**src/rtl/ball_motion_if.sv**
```systemverilog
// Frame-rate game-logic bus between the paddle/frame side and the ball motion stage.
// The master drives frame ticks, serve and paddle rows; the slave returns the ball state.
interface ball_motion_if;
   logic        frame_tick;
   logic        serve;
   logic [11:0] l_paddle_center_row;
   logic [11:0] r_paddle_center_row;
   logic [11:0] ball_center_col;
   logic [11:0] ball_center_row;
   logic [3:0]  score_p0;
   logic [3:0]  score_p1;
   logic        point_scored;
   logic        game_over;

   modport master (
      output frame_tick, serve, l_paddle_center_row, r_paddle_center_row,
      input  ball_center_col, ball_center_row, score_p0, score_p1, point_scored, game_over
   );

   modport slave (
      input  frame_tick, serve, l_paddle_center_row, r_paddle_center_row,
      output ball_center_col, ball_center_row, score_p0, score_p1, point_scored, game_over
   );
endinterface

```
**src/rtl/ball_motion.sv**
```systemverilog
// Ball position, wall/paddle bounces, scoring and serve sequencing, advanced once per frame.
// Optional macro BALL_SPEEDUP_EN: horizontal speed rises by one every fourth paddle hit.
module ball_motion #(
   parameter int DISP_COLS           = 800,
   parameter int DISP_ROWS           = 600,
   parameter int PADDLE_HEIGHT       = 44,
   parameter int PADDLE_WIDTH        = 12,
   parameter int L_PADDLE_CENTER_COL = 15,
   parameter int R_PADDLE_CENTER_COL = DISP_COLS - 15,
   parameter int BALL_HEIGHT         = 8,
   parameter int BALL_WIDTH          = 6,
   parameter int BALL_SPEED_X        = 4,
   parameter int BALL_SPEED_Y        = 2,
   parameter int SCORE_MAX           = 7,
   parameter int SCORE_HOLD_FRAMES   = 60
) (
   input logic          clk,
   input logic          rst_n,
   ball_motion_if.slave bus
);
   typedef enum logic [1:0] {SERVE_WAIT, PLAY, SCORED, GAME_OVER} state_t;

   localparam logic [11:0]        CENTER_COL = 12'(DISP_COLS / 2);
   localparam logic [11:0]        CENTER_ROW = 12'(DISP_ROWS / 2);
   localparam logic signed [12:0] ROW_MIN    = 13'(BALL_HEIGHT / 2);
   localparam logic signed [12:0] ROW_MAX    = 13'(DISP_ROWS - 1 - BALL_HEIGHT / 2);
   localparam logic signed [12:0] L_CONTACT  = 13'(L_PADDLE_CENTER_COL + PADDLE_WIDTH / 2 + BALL_WIDTH / 2);
   localparam logic signed [12:0] R_CONTACT  = 13'(R_PADDLE_CENTER_COL - PADDLE_WIDTH / 2 - BALL_WIDTH / 2);
   localparam logic signed [12:0] MISS_LO    = 13'(BALL_WIDTH / 2);
   localparam logic signed [12:0] MISS_HI    = 13'(DISP_COLS - 1 - BALL_WIDTH / 2);
   localparam logic signed [12:0] OVERLAP    = 13'((PADDLE_HEIGHT + BALL_HEIGHT) / 2);
   localparam logic signed [12:0] STEP_Y     = 13'(BALL_SPEED_Y);
   localparam logic [3:0]         SCORE_TOP  = 4'(SCORE_MAX);
   localparam int                 HOLD_W     = $clog2(SCORE_HOLD_FRAMES + 1);
   localparam logic [HOLD_W-1:0]  HOLD_LAST  = HOLD_W'(SCORE_HOLD_FRAMES - 1);

   state_t            state;
   logic [11:0]       col, row;
   logic              dx_right, dy_down;
   logic [3:0]        score_p0, score_p1;
   logic              point_scored, game_over;
   logic [HOLD_W-1:0] hold_cnt;
   logic              serve_prev, serve_pend, last_scorer;

   logic signed [12:0] col_s, row_s, next_col, next_row, step_x;
   logic signed [12:0] l_diff, r_diff, l_abs, r_abs;
   logic               hit_l, hit_r, hit, miss, miss_hi, dy_upd;
   logic               serve_edge, hold_done, scorer_won, recentre;
   logic [11:0]        row_upd;

`ifdef BALL_SPEEDUP_EN
   localparam logic [12:0] SPEED_BASE = 13'(BALL_SPEED_X);
   localparam logic [12:0] SPEED_TOP  = 13'(2 * BALL_SPEED_X);
   logic [12:0] speed_x;
   logic [1:0]  hit_cnt;

   always_ff @(posedge clk or negedge rst_n) begin
      if (!rst_n) begin
         speed_x <= SPEED_BASE;
         hit_cnt <= '0;
      end else if (recentre) begin
         speed_x <= SPEED_BASE;
         hit_cnt <= '0;
      end else if (bus.frame_tick && state == PLAY && hit) begin
         hit_cnt <= hit_cnt + 2'd1;
         if (hit_cnt == 2'd3 && speed_x < SPEED_TOP) speed_x <= speed_x + 13'd1;
      end
   end

   assign step_x = $signed(speed_x);
`else
   assign step_x = 13'(BALL_SPEED_X);
`endif

   // Candidate move in signed arithmetic so overshoot past either edge stays comparable.
   always_comb begin
      col_s    = $signed({1'b0, col});
      row_s    = $signed({1'b0, row});
      next_col = dx_right ? col_s + step_x : col_s - step_x;
      next_row = dy_down ? row_s + STEP_Y : row_s - STEP_Y;
      l_diff   = row_s - $signed({1'b0, bus.l_paddle_center_row});
      r_diff   = row_s - $signed({1'b0, bus.r_paddle_center_row});
      l_abs    = l_diff[12] ? -l_diff : l_diff;
      r_abs    = r_diff[12] ? -r_diff : r_diff;
      hit_l    = !dx_right && (col_s >= L_CONTACT) && (next_col <= L_CONTACT) && (l_abs <= OVERLAP);
      hit_r    = dx_right && (col_s <= R_CONTACT) && (next_col >= R_CONTACT) && (r_abs <= OVERLAP);
      hit      = hit_l || hit_r;
      miss_hi  = next_col >= MISS_HI;
      miss     = !hit && ((next_col <= MISS_LO) || miss_hi);
      row_upd  = next_row[11:0];
      dy_upd   = dy_down;
      if (next_row < ROW_MIN) begin
         row_upd = ROW_MIN[11:0];
         dy_upd  = 1'b1;
      end else if (next_row > ROW_MAX) begin
         row_upd = ROW_MAX[11:0];
         dy_upd  = 1'b0;
      end
      serve_edge = bus.serve && !serve_prev;
      hold_done  = hold_cnt == HOLD_LAST;
      scorer_won = last_scorer ? (score_p1 == SCORE_TOP) : (score_p0 == SCORE_TOP);
      recentre   = bus.frame_tick &&
                   ((state == SCORED && hold_done && !scorer_won) || (state == GAME_OVER && serve_pend));
   end

   always_ff @(posedge clk or negedge rst_n) begin
      if (!rst_n) begin
         state        <= SERVE_WAIT;
         col          <= CENTER_COL;
         row          <= CENTER_ROW;
         dx_right     <= 1'b1;
         dy_down      <= 1'b1;
         score_p0     <= '0;
         score_p1     <= '0;
         point_scored <= 1'b0;
         game_over    <= 1'b0;
         hold_cnt     <= '0;
         serve_prev   <= 1'b0;
         serve_pend   <= 1'b0;
         last_scorer  <= 1'b0;
      end else begin
         serve_prev   <= bus.serve;
         point_scored <= 1'b0;
         if (serve_edge) serve_pend <= 1'b1;
         case (state)
            SERVE_WAIT: begin
               if (bus.frame_tick && serve_pend) begin
                  if (!serve_edge) serve_pend <= 1'b0;
                  state <= PLAY;
               end
            end
            PLAY: begin
               if (bus.frame_tick) begin
                  // A miss freezes the ball at its last in-bounds position.
                  if (miss) begin
                     point_scored <= 1'b1;
                     last_scorer  <= !miss_hi;
                     if (miss_hi && score_p0 != SCORE_TOP) score_p0 <= score_p0 + 4'd1;
                     if (!miss_hi && score_p1 != SCORE_TOP) score_p1 <= score_p1 + 4'd1;
                     hold_cnt <= '0;
                     state    <= SCORED;
                  end else begin
                     col     <= hit_l ? L_CONTACT[11:0] : (hit_r ? R_CONTACT[11:0] : next_col[11:0]);
                     row     <= row_upd;
                     dy_down <= dy_upd;
                     if (hit_l) dx_right <= 1'b1;
                     if (hit_r) dx_right <= 1'b0;
                  end
               end
            end
            SCORED: begin
               serve_pend <= 1'b0;
               if (bus.frame_tick) begin
                  if (!hold_done) begin
                     hold_cnt <= hold_cnt + 1'b1;
                  end else if (scorer_won) begin
                     game_over <= 1'b1;
                     state     <= GAME_OVER;
                  end else begin
                     col      <= CENTER_COL;
                     row      <= CENTER_ROW;
                     dx_right <= !last_scorer;
                     dy_down  <= !dy_down;
                     state    <= SERVE_WAIT;
                  end
               end
            end
            GAME_OVER: begin
               if (bus.frame_tick && serve_pend) begin
                  if (!serve_edge) serve_pend <= 1'b0;
                  score_p0  <= '0;
                  score_p1  <= '0;
                  col       <= CENTER_COL;
                  row       <= CENTER_ROW;
                  dx_right  <= 1'b1;
                  dy_down   <= 1'b1;
                  game_over <= 1'b0;
                  state     <= SERVE_WAIT;
               end
            end
            default: state <= SERVE_WAIT;
         endcase
      end
   end

   assign bus.ball_center_col = col;
   assign bus.ball_center_row = row;
   assign bus.score_p0        = score_p0;
   assign bus.score_p1        = score_p1;
   assign bus.point_scored    = point_scored;
   assign bus.game_over       = game_over;
endmodule

```
**src/flat_wrapper.sv**
```systemverilog
// flat-port wrapper written by rule: the top's interface ports become plain ports
module ball_motion_flat 
#(
   parameter int DISP_COLS           = 800,
   parameter int DISP_ROWS           = 600,
   parameter int PADDLE_HEIGHT       = 44,
   parameter int PADDLE_WIDTH        = 12,
   parameter int L_PADDLE_CENTER_COL = 15,
   parameter int R_PADDLE_CENTER_COL = DISP_COLS - 15,
   parameter int BALL_HEIGHT         = 8,
   parameter int BALL_WIDTH          = 6,
   parameter int BALL_SPEED_X        = 4,
   parameter int BALL_SPEED_Y        = 2,
   parameter int SCORE_MAX           = 7,
   parameter int SCORE_HOLD_FRAMES   = 60
)
  (clk, rst_n, bus_frame_tick, bus_serve, bus_l_paddle_center_row, bus_r_paddle_center_row, bus_ball_center_col, bus_ball_center_row, bus_score_p0, bus_score_p1, bus_point_scored, bus_game_over);
  ball_motion_if bus_i ();
  input logic clk;
  input logic rst_n;
  input wire logic [$bits(bus_i.frame_tick)-1:0] bus_frame_tick;
  input wire logic [$bits(bus_i.serve)-1:0] bus_serve;
  input wire logic [$bits(bus_i.l_paddle_center_row)-1:0] bus_l_paddle_center_row;
  input wire logic [$bits(bus_i.r_paddle_center_row)-1:0] bus_r_paddle_center_row;
  output wire logic [$bits(bus_i.ball_center_col)-1:0] bus_ball_center_col;
  output wire logic [$bits(bus_i.ball_center_row)-1:0] bus_ball_center_row;
  output wire logic [$bits(bus_i.score_p0)-1:0] bus_score_p0;
  output wire logic [$bits(bus_i.score_p1)-1:0] bus_score_p1;
  output wire logic [$bits(bus_i.point_scored)-1:0] bus_point_scored;
  output wire logic [$bits(bus_i.game_over)-1:0] bus_game_over;
  assign bus_i.frame_tick = bus_frame_tick;
  assign bus_i.serve = bus_serve;
  assign bus_i.l_paddle_center_row = bus_l_paddle_center_row;
  assign bus_i.r_paddle_center_row = bus_r_paddle_center_row;
  assign bus_ball_center_col = bus_i.ball_center_col;
  assign bus_ball_center_row = bus_i.ball_center_row;
  assign bus_score_p0 = bus_i.score_p0;
  assign bus_score_p1 = bus_i.score_p1;
  assign bus_point_scored = bus_i.point_scored;
  assign bus_game_over = bus_i.game_over;
  ball_motion #(.DISP_COLS(DISP_COLS), .DISP_ROWS(DISP_ROWS), .PADDLE_HEIGHT(PADDLE_HEIGHT), .PADDLE_WIDTH(PADDLE_WIDTH), .L_PADDLE_CENTER_COL(L_PADDLE_CENTER_COL), .R_PADDLE_CENTER_COL(R_PADDLE_CENTER_COL), .BALL_HEIGHT(BALL_HEIGHT), .BALL_WIDTH(BALL_WIDTH), .BALL_SPEED_X(BALL_SPEED_X), .BALL_SPEED_Y(BALL_SPEED_Y), .SCORE_MAX(SCORE_MAX), .SCORE_HOLD_FRAMES(SCORE_HOLD_FRAMES)) u_core (.clk(clk), .rst_n(rst_n), .bus(bus_i));
endmodule
```
**config.mk**
```make
export PLATFORM = sky130hd
export DESIGN_NAME = ball_motion_flat
export DESIGN_NICKNAME = d
export VERILOG_FILES = /design/src/rtl/ball_motion_if.sv /design/src/rtl/ball_motion.sv /design/src/flat_wrapper.sv
export SDC_FILE = /design/constraint.sdc
export NUM_CORES = 1
export LEC_CHECK = 0
export BUFFER_PORTS_ARGS = -buffer_cell sky130_fd_sc_hd__clkbuf_2
export CELL_PAD_IN_SITES_DETAIL_PLACEMENT = 1
export CELL_PAD_IN_SITES_GLOBAL_PLACEMENT = 2
export CORE_ASPECT_RATIO = 2
export CORE_UTILIZATION = 30
export DETAILED_ROUTE_END_ITERATION = 10
export PLACE_DENSITY_LB_ADDON = 0.1
export SKIP_LAST_GASP = 1
export SLEW_MARGIN = 25
export SYNTH_ARGS = -nofsm -noshare
export SYNTH_HDL_FRONTEND = slang
export SYNTH_SLANG_ARGS = --single-unit
```
**constraint.sdc**
```tcl
create_clock -name clk -period 6.9 [get_ports clk]
set_input_delay 0.69 -clock clk [delete_from_list [all_inputs] [get_ports clk]]
set_output_delay 0.69 -clock clk [all_outputs]
set_load 0.005 [all_outputs]
```
# Word-level counts from Yosys, hierarchy flattened
# Cells that the tools add are included.
[classes]
addsub = 11
multipliers = 0
div_mod_pow = 0
order_cmp = 10
n_eq_ne = 22
n_shift = 0
n_mux = 74
n_bitwise = 0
reduce_logical = 34
[op_table]
columns = ["cell", "n"]
rows = [
  ["2-to-1 mux 12 bit", 16],
  ["one-hot mux 12 bit (3 select lines)", 2],
  ["2-to-1 mux 13 bit", 4],
  ["<= comparator 13 x 6 -> 1 bit, second input constant", 3],
  ["2-to-1 mux 4 bit", 7],
  [">= comparator 13 x 11 -> 1 bit, second input constant", 2],
  ["2-to-1 mux 1 bit", 26],
  ["negator 13 bit", 2],
  ["subtractor 12 x 12 -> 13 bit", 2],
  ["2-to-1 mux 6 bit", 4],
  ["AND reduction 5 bit", 4],
  ["one-hot mux 4 bit (2 select lines)", 2],
  ["AND reduction 8 bit", 2],
  ["2-to-1 mux 2 bit", 7],
  ["adder 12 x 2 -> 13 bit, second input constant", 1],
  ["adder 12 x 3 -> 13 bit, second input constant", 1],
  ["greater-than comparator 13 x 11 -> 1 bit, second input constant", 1],
  ["<= comparator 13 x 3 -> 1 bit, second input constant", 1],
  ["< comparator 13 x 4 -> 1 bit, second input constant", 1],
  ["subtractor 12 x 2 -> 13 bit, second input constant", 1],
  ["subtractor 12 x 3 -> 13 bit, second input constant", 1],
  [">= comparator 12 x 5 -> 1 bit, second input constant", 1],
  ["<= comparator 12 x 10 -> 1 bit, second input constant", 1],
  ["!= test 2 x 1 -> 1 bit, second input constant", 6],
  ["other kinds (23)", 53],
]
[word_totals]
regBits = 47
latchBits = 0
mem_bits_rw = 0
mem_bits_ro = 0
output_inout_bits = 34
memories = 0

# Longest topological paths before layout
# Gate-level depths: netlist of the first run.
[depth]
depth_word = 11
mapped_depth = 18
ltp_nobuf = 15

# Worst setup path after synthesis of the first run
# OpenSTA, ideal clock, no wires.
[synth_path]
path_type = "input to register"
from = "input port bus_l_paddle_center_row[0]"
to = "register u_core.row[7], in the netlist u_core.bus.ball_center_row[7]"
setup_ns = 0.104
arrival_ns = 4.227
required_ns = 6.796
setup_slack_ns = 2.570
path_stages = 17
n_path_buf = 3
path_cell_list = "ha_1 > fa_1 > and2b_1 > o22a_1 > xnor2_2 > a22oi_2 > a211oi_1 > mux2_1 > o32ai_1 > nand4_1 > a211o_1 > buf_6 > and3_4 > buf_6 > nand2b_4 > buf_6 > o41ai_2"
[synth_between]
elab_chain_cells = 10
[synth_rtl]
columns = ["item", "line", "text"]
rows = [
  ["start, declared", "flat_wrapper.sv:23", "input wire logic [$bits(bus_i.l_paddle_center_row)-1:0] bus_l_paddle_center_row;"],
  ["subtractor 12 x 12 -> 13 bit *", "ball_motion.sv:81", "l_diff = row_s - $signed({1'b0, bus.l_paddle_center_row});"],
  ["negator 13 bit", "ball_motion.sv:83", "l_abs = l_diff[12] ? -l_diff : l_diff;"],
  ["2-to-1 mux 13 bit *", "ball_motion.sv:83", ""],
  ["<= comparator 13 x 6 -> 1 bit *", "ball_motion.sv:85", "hit_l = !dx_right && (col_s >= L_CONTACT) && (next_col <= L_CONTACT) && (l_abs <= OVERLAP);"],
  ["logical AND 1 bit *", "ball_motion.sv:85", ""],
  ["logical OR 1 bit *", "ball_motion.sv:87", "hit = hit_l || hit_r;"],
  ["logical NOT 1 bit *", "ball_motion.sv:89", "miss = !hit && ((next_col <= MISS_LO) || miss_hi);"],
  ["logical AND 1 bit *", "ball_motion.sv:89", ""],
  ["!= test 2 bit (no source line) *", "-", ""],
  ["AND reduction 7 bit (no source line) *", "-", ""],
  ["end signal, assigned", "ball_motion.sv:144", "row <= row_upd;"],
  ["end, declared", "ball_motion.sv:38", "logic [11:0] col, row;"],
]
# Every way passes the cells marked *; elsewhere a longest branch is shown, timed or not.
# A chain may end at the register's enable or synchronous reset.

# Worst setup path after layout of the first run
[layout_path]
from = "register u_core.row[1], in the netlist u_core.bus.ball_center_row[1]"
to = "register u_core.row[2], in the netlist u_core.bus.ball_center_row[2]"
[layout_between]
elab_chain_cells = 10
elab_cells_between_ends = 25
classes_between = "6 x add/sub; 4 x order compare; 1 x eq/ne; 8 x mux; 6 x reduce/logical"
[layout_rtl]
columns = ["item", "line"]
rows = [
  ["subtractor 12 x 12 -> 13 bit, on equally long branches", "ball_motion.sv:81, ball_motion.sv:82"],
  ["negator 13 bit, on equally long branches", "ball_motion.sv:83, ball_motion.sv:84"],
  ["2-to-1 mux 13 bit, on equally long branches", "ball_motion.sv:83, ball_motion.sv:84"],
  ["<= comparator 13 x 6 -> 1 bit, on equally long branches", "ball_motion.sv:85, ball_motion.sv:86"],
  ["logical AND 1 bit, on equally long branches", "ball_motion.sv:85, ball_motion.sv:86"],
  ["logical OR 1 bit", "ball_motion.sv:87"],
  ["logical NOT 1 bit", "ball_motion.sv:89"],
  ["logical AND 1 bit", "ball_motion.sv:89"],
  ["!= test 2 bit (no source line)", "-"],
  ["AND reduction 7 bit (no source line)", "-"],
]
# Parallel ways exist; a longest one is shown, timed or not. The select of a mux whose other input is x is not followed.

==> results of run 1 <==
[cell families after synthesis]
logic type      synth area share [%]
compound gates                  29.0
xor+xnor                        6.12
fa+ha+maj                       13.4
buf+inv                         5.74
flops                           20.5
mux                             1.69
other cells                   0.0677
simple gates                    23.4
[layout make-up]
| class | count | area [sq um] |
|---|---|---|
| fillers | 2213 | 12000 |
| multi-input cells | 572 | 4090 |
| flip-flops and latches | 45 | 1140 |
| repair buffers | 60 | 303 |
| well taps | 216 | 270 |
| inverters | 52 | 195 |
| clock buffers | 6 | 139 |
| clock inverters | 2 | 37.5 |
[registers in the layout, indices dropped and copies added (netlist names)]
signal	cells
u_core.dx_right	1
u_core.last_scorer	1
u_core.bus.ball_center_col	10
u_core.dy_down	1
u_core.state	2
u_core.bus.score_p1	4
u_core.bus.point_scored	1
u_core.bus.score_p0	4
u_core.serve_prev	1
u_core.serve_pend	1
u_core.bus.game_over	1
u_core.bus.ball_center_row	12
u_core.hold_cnt	6
[synthesized netlist by cell type, types with 10 or more instances]
| cell | count | area, sq um |
|---|---|---|
| nand2_1 | 64 | 240 |
| a21oi_1 | 53 | 265 |
| ha_1 | 53 | 663 |
| inv_1 | 52 | 195 |
| nor2_1 | 40 | 150 |
| o21ai_0 | 38 | 190 |
| dfrtp_1 | 36 | 901 |
| nand3_1 | 21 | 105 |
| xnor2_1 | 21 | 184 |
| nor2b_1 | 16 | 100 |
| nor3_1 | 14 | 70.1 |
| o211ai_1 | 14 | 105 |
| xor2_1 | 14 | 123 |
| a21o_1 | 13 | 97.6 |
| clkbuf_1 | 13 | 48.8 |
| nand2b_1 | 12 | 75.1 |
| a31oi_1 | 11 | 68.8 |
| and2_1 | 11 | 68.8 |
| o21a_1 | 10 | 75.1 |
[cells in the final DEF (no fill, tap or decap), types with 7 or more instances in the layout]
cell	Yosys	layout
o21a_1	10	10
clkbuf_2	0	59
xor2_1	14	14
and2_1	11	11
nand4_1	7	7
inv_1	52	52
a21o_1	13	13
nand2_1	64	64
o31ai_1	8	8
nand2b_1	12	12
nand3_1	21	21
or4_1	7	7
dfstp_2	9	9
nor3_1	14	14
nor2b_1	16	16
o21ai_0	38	38
dfrtp_1	36	36
ha_1	53	53
xnor2_1	21	21
nor2_1	40	40
a21oi_1	53	53
o211ai_1	14	14
a31oi_1	11	10
[power by group through the flow]
stage,registers [mW],clock network [mW],logic [mW]
after floorplan,0.465,0,1.87
after global placement,0.529,0,2.47
after detailed placement,0.531,0,2.53
after CTS,0.527,0.305,2.54
after global routing,0.537,0.310,2.82
final,0.520,0.296,2.52
[metrics by stage]
step	utilization (%)	cell area, sq um	hold slack, ps
after floorplan	-	5540	394
after global placement	32.9	6000	492
after detailed placement	32.9	6000	502
after CTS	33.9	6170	504
after global routing	33.9	6170	510
final	33.9	6170	484
[critical path, delay by kind of cell, from the launching register on]
kind	cells	cell delay, ps
buffers and inverters	1	300
DFF	1	530
xor gates and xnor gates	1	200
and+or+nand+nor	2	400
muxes	1	360
adders and majority gates	1	510
AOI/OAI and AO/OA	8	2690
[metal layers]
metal | wire length [um] | vias to the layer above | GRT usage, %
li1 | - | 2631 | -
met1 | 6710 | 2698 | 19.6
met2 | 11600 | 76 | 44.7
met3 | 255 | 46 | 1.19
met4 | 975 | 0 | 11.0
met5 | 0 | - | 0
[worst min path at each step]
stage	slack, ps	from	to
after floorplan	390	rst_n	u_core.bus.ball_center_col[10]$_DFFE_PN0P_
after global placement	490	u_core.bus.game_over$_DFFE_PN0P_	u_core.bus.game_over$_DFFE_PN0P_
after detailed placement	500	u_core.bus.game_over$_DFFE_PN0P_	u_core.bus.game_over$_DFFE_PN0P_
after CTS	500	bus_serve	u_core.serve_prev$_DFF_PN0_
after global routing	510	bus_serve	u_core.serve_prev$_DFF_PN0_
final	480	rst_n	u_core.bus.ball_center_col[6]$_DFFE_PN0P_
==> out/metrics.cfg, run 1 <==
[status]
status=complete, but fails checks
violations=design-rule violations

[worst_setup_path]
r2r_end=u_core.bus.ball_center_row[2]$_DFFE_PN1P_
cp.arrival_ps=5300
path_max_fanout=20
crit_path_end_kind=register
rrSetupSlack_ps=1820
crit_path_top_delay_cell=a31oi_2
crit_start=u_core.bus.ball_center_row[1]$_DFFE_PN0P_
r2r-start=u_core.bus.ball_center_row[1]$_DFFE_PN0P_
max_stage_delay_ps=860
critical_path_class=register to register
path_common_cell=o21ai_0
crit_path_cell_trace=inv_1 > fa_1 > and2b_1 > o22a_1 > xnor2_2 > a22oi_2 > a211oi_1 > mux2_1 > o32ai_1 > nand4_1 > a211o_1 > a31oi_2 > o21ai_0 > o21ai_0
required_ps=7120
r2r_cells=14
crit_end=u_core.bus.ball_center_row[2]$_DFFE_PN1P_
cp-start-kind=register

[cts]
clk_pin_slew_ps=70
cts_buffers=5
root_buffer=clkbuf_16
worstSkewPairLatency_ps=300
cts_tree=built
post-cts-setup-buffers=0
clockBufferDepth=2
h-tree-depth=2
ctsResizeCount=0
hold_buffers=0
clock_sinks=45

[pwr]
p_sw_mw=1.82
power_density_nw_per_um2=540
pwr-share-clk_pct=8.9
ir_drop_uv=162
totalPowerFinal_mw=3.34
combPwrFrac_pct=75.5
p_leak_nw=2.79
netSwitchingFraction_pct=54.6
seqPwrFrac_pct=15.6
power.internal_mw=1.51

[global_route]
grt-ovfl-total=0
grt_pass1_wl_um=32000
grt_max_degree=46
antenna_found_initial=0
grt_pass1_vias=6033
grt.total_usage_pct=21.3

[timing]
final.setup_skew_ps=3.85
hold_violations=0
fin_tns_setup_ps=0
min_period_ps=5080
finalCritPeriodShare_pct=73.7
fmax_mhz=197
rsz0062_at_grt=false
worst_slack_ps=1820
slew_violations=0
max_slew_margin_pct=34.1
worst_pin_slew_ps=986
setup_viol=0

[route]
drt-total-wl_um=19600
wl_per_cell_um=20.5
antenna_left=0
vias_per_cell=5.72
drt_pass1_iterations=9
vias=5451
drcViolationCount=4
dr.first_iter.drc_count=133

[logic_synthesis]
ys_types=92
synth_flop_cell=dfrtp_1
syn_inst=690
synth_area_sq_um=5540
yosys_warnings=0
ys_ff_latch=45
syn-mean-instance-area_sq_um=8.03
ys_seq_area_share_pct=20.5
synth_edf_count=0
synthArstFlopShare_pct=100

[cells_and_area]
drive_gt1_share_pct=15.3
n_antenna_cell=0
final_net_count=821
area_delta_synth_final_pct=11.5
final_cells=953

[floorplan]
dieArea_sq_um=19000
die_y_um=194
initial_core_util_pct=30.4
die_width_um=98.1
io_pins=62
fp.coreArea_sq_um=18200
row_count=70

[placement]
dp_hpwl_um=16000
placedCellCount=945
gp_congestion=0.802
io_buffers=59
pre_cts_ws_ps=1830

[min_path]
min_path_type=primary input to asynchronous set/reset pin

[flow_run]
drv_cap=0

Note: power is estimated with default switching activity, not from simulation.
==> run 2: changes to the inputs <==
clock period = 4.1 ns   (was 6.9 ns; I/O delays follow)
==> run 2 against run 1 <==
Effect of this change: the run still ends with design-rule violations left; via count up 4.6%; sequential power increased by 59%; hold slack lost 430 ps.
==> out/metrics.cfg, run 2 (same netlist as run 1, synthesis figures left out) <==
[flow_run]
drv_cap=0

[timing]
holdWs_ps=49.1
final.setup_skew_ps=2.67
max_slew_margin_pct=56.1
setup_viol=0
hold_violations=0
fmax_mhz=250
finalCritPeriodShare_pct=97.4
min_period_ps=3990
slew_violations=0
worst_pin_slew_ps=651
rsz0062_at_grt=true

[cells_and_area]
n_antenna_cell=0
final_net_count=898
drive_gt1_share_pct=28.1
layout_commonest_cell=buf_4
final_cells=1030
largest_reg_flops=12
area_delta_synth_final_pct=26.4
final_cell_mix=77 x buf_4, 63 x nand2_1, 59 x clkbuf_2

[worst_setup_path]
cp.arrival_ps=4170
crit_path_cell_trace=buf_4 > ha_1 > nand2b_1 > a211oi_4 > nor2_2 > xnor2_1 > or4_4 > or3_4 > o221a_1 > o41a_4 > and3_4 > and2_1 > mux2_1
cp-start-kind=register
critical_path_class=register to register
crit_path_end_kind=register
required_ps=4280
path_max_fanout=6
crit_path_top_delay_cell=or4_4
max_stage_delay_ps=560

[cts]
clockBufferDepth=2
h-tree-depth=2
root_buffer=clkbuf_16
hold_buffers=0
cts_buffers=5
cts_tree=built
clk_pin_slew_ps=70
clock_sinks=45
worstSkewPairLatency_ps=290

[placement]
io_buffers=59
gp_congestion=0.817
dp_hpwl_um=16800
placedCellCount=1010

[floorplan]
initial_core_util_pct=30.4
die_y_um=194
row_count=70
dieArea_sq_um=19000
fp.coreArea_sq_um=18200
die_width_um=98.1
io_pins=62

[global_route]
antenna_found_initial=0
grt.total_usage_pct=21.6
grt_pass1_wl_um=32200
grt_pass1_vias=6201
grt_max_degree=30
grt-ovfl-total=0

[route]
dr.first_iter.drc_count=166
wl_per_cell_um=19.6
vias=5702
antenna_left=0
drt_pass1_iterations=7
drcViolationCount=4
vias_per_cell=5.54
drt-total-wl_um=20200

[pwr]
ir_drop_uv=285
power_density_nw_per_um2=922
p_leak_nw=3.21

[status]
violations=design-rule violations
status=complete, but fails checks

[min_path]
min_path_type=primary input to asynchronous set/reset pin

## run 2: cell count changes in the layout (fill, tap and decap cells not counted), moves of 3 or more
cell,delta
ha_2,+3
ha_1,-4
xnor2_1,-4
buf_4,+76
xnor2_2,+4
## run 2: stage by stage
| stage | setup slack, ps | instance area [sq um] | utilization, % | TNS [ps] | total power [mW] |
|---|---|---|---|---|---|
| 6_report | 107 | 7000 | 38.4 | 0 | 6.46 |
| 5_1_grt | -13.8 | 7000 | 38.4 | -37.9 | 7.02 |
| 4_1_cts | -13.9 | 6690 | 36.7 | -13.9 | 6.19 |
| 3_5_place_dp | -172 | 6490 | 35.6 | -1190 | 5.64 |
| 3_3_place_gp | -70.1 | 6490 | 35.6 | -78.1 | 5.55 |
| 2_1_floorplan | 49.1 | 5550 | - | 0 | 3.94 |
## run 2: critical path: cells and delay by family (launching register included)
kind	cells	cell delay (ps)
adder cells (fa/ha/maj)	1	300
buffers and inverters	1	160
AO/OA/AOI/OAI	3	1050
AND/OR/NAND/NOR	6	1510
flip-flops	1	400
multiplexers	1	300
XOR/XNOR	1	150
## run 2: report_power, final
group | internal [mW] | switching [mW]
logic | 2.23 | 2.91
registers | 0.626 | 0.203
clock network | 0.290 | 0.189
total | 3.15 | 3.31
## run 2: timing repair
| item | in CTS | in global routing |
|---|---|---|
| pin swaps | 2 | 20 |
| gates resized for setup | 6 | 42 |
| endpoints found under the setup margin | 25 | 42 |
| buffers inserted | 0 | 12 |
| cloned | 0 | 0 |
## run 2: layer usage
layer | global-route usage (%) | up-vias | routed length, um
li1 | - | 2772 | -
met1 | 20.1 | 2797 | 7030
met2 | 44.9 | 91 | 11800
met3 | 1.59 | 42 | 274
met4 | 11.1 | 0 | 1090
met5 | 0 | - | 0
## run 2: cell type report
class | count | area [sq um]
Tap cell | 216 | 270
Sequential cell | 45 | 1140
Inverter | 52 | 195
Clock inverter | 2 | 38.8
Fill cell | 2228 | 11200
Clock buffer | 6 | 129
Timing Repair Buffer | 137 | 885
Multi-Input combinational cell | 572 | 4340
## run 2: final timing paths
| kind | from | to | slack, ps | cells after the start |
|---|---|---|---|---|
| setup / recovery | u_core.bus.ball_center_row[1]$_DFFE_PN0P_ | u_core.last_scorer$_DFFE_PN0P_ | 110 | 13 |
| hold / removal | rst_n | u_core.bus.ball_center_col[6]$_DFFE_PN0P_ | 50 | 1 |
| setup reg to reg | u_core.bus.ball_center_row[1]$_DFFE_PN0P_ | u_core.last_scorer$_DFFE_PN0P_ | 110 | 13 |
| hold reg to reg | u_core.bus.game_over$_DFFE_PN0P_ | u_core.bus.game_over$_DFFE_PN0P_ | 530 | 2 |
| max in group asynchronous | rst_n | u_core.bus.ball_center_row[8]$_DFFE_PN1P_ | 3240 | 2 |
| min in group clk | bus_serve | u_core.serve_prev$_DFF_PN0_ | 230 | 1 |
